**config.mk**
```make
export PLATFORM = sky130hd
export DESIGN_NAME = uart_rx
export DESIGN_NICKNAME = d
export VERILOG_FILES = /design/src/rtl/uart_pkg.sv /design/src/rtl/uart_sync.sv /design/src/rtl/uart_rx.sv
export SDC_FILE = /design/constraint.sdc
export NUM_CORES = 1
export LEC_CHECK = 0
export ABC_AREA = 1
export CORE_MARGIN = 3
export CORE_UTILIZATION = 40
export DETAILED_ROUTE_END_ITERATION = 7
export GPL_ROUTABILITY_DRIVEN = 0
export MAX_ROUTING_LAYER = met4
export SLEW_MARGIN = 0
export SYNTH_ARGS = -nofsm -noshare
export SYNTH_HDL_FRONTEND = slang
export SYNTH_SLANG_ARGS = --single-unit
```
**constraint.sdc**
```tcl
create_clock -name clk_in -period 3.1 [get_ports clk_in]
set_input_delay 0.62 -clock clk_in [delete_from_list [all_inputs] [get_ports clk_in]]
set_output_delay 0.62 -clock clk_in [all_outputs]
set_load 0.02 [all_outputs]
```
**src/rtl/uart_pkg.sv**
```systemverilog
// UART shared definitions: receiver state encoding and default
// frame-format constants used by both the receiver and transmitter.
package uart_pkg;

  typedef enum logic [2:0] {
    IDLE,
    START,
    DATA,
    STOP,
    WAIT_IDLE
  } uart_state_t;

  localparam int DEF_DATA_BITS    = 8;
  localparam int DEF_STOP_BITS    = 1;
  localparam int DEF_OVERSAMPLING = 16;

endpackage

```
**src/rtl/uart_sync.sv**
```systemverilog
// Two-flop synchroniser for an asynchronous single-bit input,
// with a configurable reset value for the idle level of the line.
module uart_sync #(
  parameter logic RST_VAL = 1'b1
) (
  input  logic clk_in,
  input  logic rst,
  input  logic d,
  output logic q
);

  logic meta;

  always_ff @(posedge clk_in) begin
    if (rst) begin
      meta <= RST_VAL;
      q    <= RST_VAL;
    end else begin
      meta <= d;
      q    <= meta;
    end
  end

endmodule

```
**src/rtl/uart_rx.sv**
```systemverilog
// Oversampling UART receiver: mid-bit sampling, LSB-first data,
// held-byte handshake with sticky overrun and frame-error pulse.
module uart_rx
  import uart_pkg::*;
#(
  parameter int DATA_BITS    = DEF_DATA_BITS,
  parameter int STOP_BITS    = DEF_STOP_BITS,
  parameter int OVERSAMPLING = DEF_OVERSAMPLING
) (
  input  logic                 clk_in,
  input  logic                 rst,
  input  logic                 rx,
  input  logic                 ack_in,
  output logic [DATA_BITS-1:0] data_out,
  output logic                 valid_out,
  output logic                 frame_err_out,
  output logic                 overrun_out,
  output logic                 busy_out
);

  localparam int CW = $clog2(OVERSAMPLING);
  localparam int BW = $clog2(DATA_BITS + 1);

  localparam logic [CW-1:0] HALF_CNT = CW'(OVERSAMPLING / 2 - 1);
  localparam logic [CW-1:0] LAST_CNT = CW'(OVERSAMPLING - 1);
  localparam logic [BW-1:0] LAST_BIT = BW'(DATA_BITS - 1);
  localparam logic [BW-1:0] LAST_STP = BW'(STOP_BITS - 1);

  uart_state_t          state;
  logic [CW-1:0]        clk_cnt;
  logic [BW-1:0]        bit_cnt;
  logic [DATA_BITS-1:0] shreg;
  logic                 stop_err;
  logic                 rx_s;
  logic                 stop_bad;

  uart_sync #(
    .RST_VAL(1'b1)
  ) u_sync (
    .clk_in(clk_in),
    .rst   (rst),
    .d     (rx),
    .q     (rx_s)
  );

  // Accumulates a low sample across all stop bits of the frame.
  assign stop_bad = stop_err | ~rx_s;
  assign busy_out = (state != IDLE);

  always_ff @(posedge clk_in) begin
    if (rst) begin
      state         <= IDLE;
      clk_cnt       <= '0;
      bit_cnt       <= '0;
      shreg         <= '0;
      stop_err      <= 1'b0;
      data_out      <= '0;
      valid_out     <= 1'b0;
      frame_err_out <= 1'b0;
      overrun_out   <= 1'b0;
    end else begin
      frame_err_out <= 1'b0;
      if (ack_in && valid_out)
        valid_out <= 1'b0;
      unique case (state)
        IDLE: begin
          if (!rx_s) begin
            state   <= START;
            clk_cnt <= '0;
          end
        end
        START: begin
          if (clk_cnt == HALF_CNT) begin
            clk_cnt <= '0;
            bit_cnt <= '0;
            state   <= rx_s ? IDLE : DATA;
          end else begin
            clk_cnt <= clk_cnt + CW'(1);
          end
        end
        DATA: begin
          if (clk_cnt == LAST_CNT) begin
            clk_cnt <= '0;
            shreg   <= {rx_s, shreg[DATA_BITS-1:1]};
            if (bit_cnt == LAST_BIT) begin
              bit_cnt  <= '0;
              stop_err <= 1'b0;
              state    <= STOP;
            end else begin
              bit_cnt <= bit_cnt + BW'(1);
            end
          end else begin
            clk_cnt <= clk_cnt + CW'(1);
          end
        end
        STOP: begin
          if (clk_cnt == LAST_CNT) begin
            clk_cnt <= '0;
            if (bit_cnt == LAST_STP) begin
              bit_cnt <= '0;
              if (stop_bad) begin
                frame_err_out <= 1'b1;
                state         <= WAIT_IDLE;
              end else begin
                // A same-cycle ack retires the old byte, so no overrun.
                data_out  <= shreg;
                valid_out <= 1'b1;
                if (valid_out && !ack_in)
                  overrun_out <= 1'b1;
                state <= IDLE;
              end
            end else begin
              bit_cnt  <= bit_cnt + BW'(1);
              stop_err <= stop_bad;
            end
          end else begin
            clk_cnt <= clk_cnt + CW'(1);
          end
        end
        WAIT_IDLE: begin
          if (rx_s)
            state <= IDLE;
        end
        default: state <= IDLE;
      endcase
    end
  end

endmodule

```
==> flow_summary_export.csv <==
group,metric,value,unit
flow_run,timing.max_cap.violations,0,
logic_synthesis,synth_xor_area_frac,0.01190,
global_routing,grtUsageTotal,0.1574,
drt,vias,1277,
logic_synthesis,synthMuxAreaShare,0,
drt,vias_per_cell,4.819,
sta,grt_setup_unrepaired,"no",
worst_hold_path,min_path_type,"reg -> reg",
critical_path,slowest_delay,0.60,ns
drt,drtPass1Iterations,4,
logic_synthesis,syn-num-nets,207,
critical_path,slowest_stage,"clkdlybuf4s50_1",
critical_path,crit_cells,3,
critical_path,cp-start-kind,"register",
drt,finalWirelength,2933,um
critical_path,rr_endpoint,"data_out[0]$_SDFFE_PP0P_",
clock_network,clkTransAtPathRegs,0.07,ns
clock_network,cts_tree,"done",
critical_path,critPathCaptureType,"output pin",
final_layout,nNetsFinal,225,
die,dieArea,0.004442,mm2
die,die_h,66.65,um
power,p_leak,0.7402,nW
die,io_pins,16,
worst_hold_path,holdPathEnd,"u_sync.q$_SDFF_PP1_",
logic_synthesis,synth.distinct_cells,28,
clock_network,clockBufferDepth,2,
sta,worst_pin_slew,0.5919,ns
sta,slew_headroom,0.6050,
sta,final.period_utilization,0.7018,
drt,dr.first_iter.drc_count,65,
logic_synthesis,synth_edf_count,0,
logic_synthesis,synthSimpleGateAreaFrac,0.3274,
logic_synthesis,syn_inst,200,
logic_synthesis,avgSynthCellArea,7.357,um2
drt,ant_nets,0,
critical_path,cp.buffers_inverters,2,
critical_path,r2r_setup_slack,1.36,ns
critical_path,cp.required,2.48,ns
critical_path,crit_chain,"inv_2 > nand2_1 > clkdlybuf4s50_1",
logic_synthesis,synthesis.area,0.001471,mm2
logic_synthesis,yosysTopAreaCell,"dfxtp_1",
critical_path,cp_top_family,"buffers and inverters",
die,initial_core_util,0.4275,
critical_path,rr_startpoint,"clk_cnt[0]$_SDFFE_PP0P_",
final_layout,syn_to_final_growth,18.03,%
final_layout,final_util,0.5045,
final_layout,antenna_cells,0,
clock_network,ctsHoldBuffers,0,
critical_path,r2r_cells,7,
clock_network,clock_sinks,33,
die,coreArea,0.003442,mm2
logic_synthesis,yosysSeqAreaShare,0.4490,
final_layout,final_common_cell,"nor2_1",
die,die_x,66.65,um
logic_synthesis,synth_top_area_share,0.4490,
global_routing,grt_max_degree,25,
global_routing,grt_overflow,0,
worst_hold_path,min_from,"u_sync.meta$_SDFF_PP1_",
sta,fin_hold_ws,0.4105,ns
logic_synthesis,synth_top_family_by_area,"simple AND/OR/NAND/NOR gates",
logic_synthesis,synthAdderAreaFrac,0.02551,
sta,fin_skew,0.003972,ns
placement,dp_hpwl,2107,um
global_routing,grt_pass1_vias,1156,
final_layout,final_cell_mix,"48 x nor2_1, 33 x dfxtp_1, 28 x nand2_1, 15 x inv_1, 15 x clkdlybuf4s50_1",
power,peakVddDrop,385.0,uV
sta,setup_viol,0,
drt,drc_errors,0,
sta,setup_tns,0,ns
critical_path,worstSetupPathType,"reg -> out",
clock_network,cts_setup_buffers,0,
clock_network,clkLatencyLatePin,0.28,ns
placement,portBuffers,15,
sta,finalHoldViolations,0,
global_routing,antenna_found_initial,0,
clock_network,htreeDepth,2,
sta,layout_min_cycle_time,2.176,ns
critical_path,crit_path_max_fanout,8,
critical_path,critical_path_arrival,1.56,ns
worst_hold_path,hold_depth,1,
global_routing,grt_pass1_wl,5112,um
clock_network,ctsResizeCount,0,
die,rows,21,
logic_synthesis,synth_compound_area_frac,0.1182,
logic_synthesis,synthArstFlopShare,0,
power,powerDensity,706.5,mW/mm2
logic_synthesis,synthFlopType,"dfxtp_1",
final_layout,drive_above_1_share,0.1050,
logic_synthesis,yosys-top-cells-area,"dfxtp_1 45%, nor2_1 12%, nand2_1 7.1%",
logic_synthesis,synth_seq_cells,33,
sta,clock.fmax,0.4596,GHz
outcome,status,"completed",
drt,wl_per_cell,11.07,um
clock_network,cts_root_buf,"clkbuf_8",
clock_network,numCtsBuffers,5,
logic_synthesis,yosys_warnings,0,
sta,finalMaxSlewViolations,0,
-- metrics by stage --
stage	setup WS [ns]	cell area, um2	total power, mW	instances
after floorplan	1.747	1471	0.8286	200
final	0.9243	1737	1.227	265
after CTS	0.9346	1737	1.238	265
after detailed placement	0.9305	1654	0.9235	257
after global placement	0.9899	1654	0.9208	257
after global routing	0.8275	1737	1.320	265
-- synth_stat cells, types with 3 or more instances --
cell type,n
nor2_1,48
dfxtp_1,33
nand2_1,28
inv_1,15
nand3_1,13
o21ai_0,13
a21oi_1,11
o21ai_1,8
inv_2,4
ha_1,3
nor2_2,3
-- final cells by class --
cell class                 instances  area, um2
fill                             356       1705
multi-input combinational        143      710.7
sequential                        33      660.6
timing repair buffer              15      150.1
inverter                          20      75.07
clock buffer                       6      72.57
tap                               46      57.56
clock inverter                     2      10.01
-- metal layers --
metal | GRT usage | wire (um) | up-vias
met1 | 0.1971 | 1447 | 563
met5 | - | 0 | -
met4 | 0.06345 | 47 | 0
met3 | 0.05734 | 177 | 6
met2 | 0.2290 | 1260 | 33
li1 | - | - | 675
-- worst reg2reg max path, cell delays in order (launching register included) --
cell and delay [ns]:
dfxtp_1 0.36, ha_1 0.23, nand3_2 0.18, nor2_1 0.13, nand3_1 0.34, inv_2 0.29
nor2_1 0.07, nor2_1 0.10
-- how the worst max path moves through the flow --
stage                     startpoint                       to  slack, ns
6_report       state[2]$_SDFFE_PP0P_                 busy_out       0.92
4_1_cts        state[2]$_SDFFE_PP0P_                 busy_out       0.93
3_5_place_dp                     rst    stop_err$_SDFFE_PP0P_       0.93
2_1_floorplan                    rst  bit_cnt[0]$_SDFFE_PP0P_       1.75
3_3_place_gp                     rst  clk_cnt[0]$_SDFFE_PP0P_       0.99
5_1_grt        state[1]$_SDFFE_PP0P_                 busy_out       0.83
-- registers in the layout, summed over array words and instances (netlist names), 3 cells and up --
register,flops
bit_cnt,4
clk_cnt,4
data_out,8
shreg,8
state,3
-- cell families after synthesis --
logic type	count (synthesis)
compound gates	34
xor+xnor	2
fa+ha+maj	3
buf+inv	24
flops	33
simple gates	104
-- power breakdown --
part           internal (mW)  leakage (nW)  switching, mW
Clock                  0.155        0.0450          0.154
Combinational          0.152         0.428          0.276
Sequential             0.453         0.267         0.0369
(Power assumes the default switching activity.)
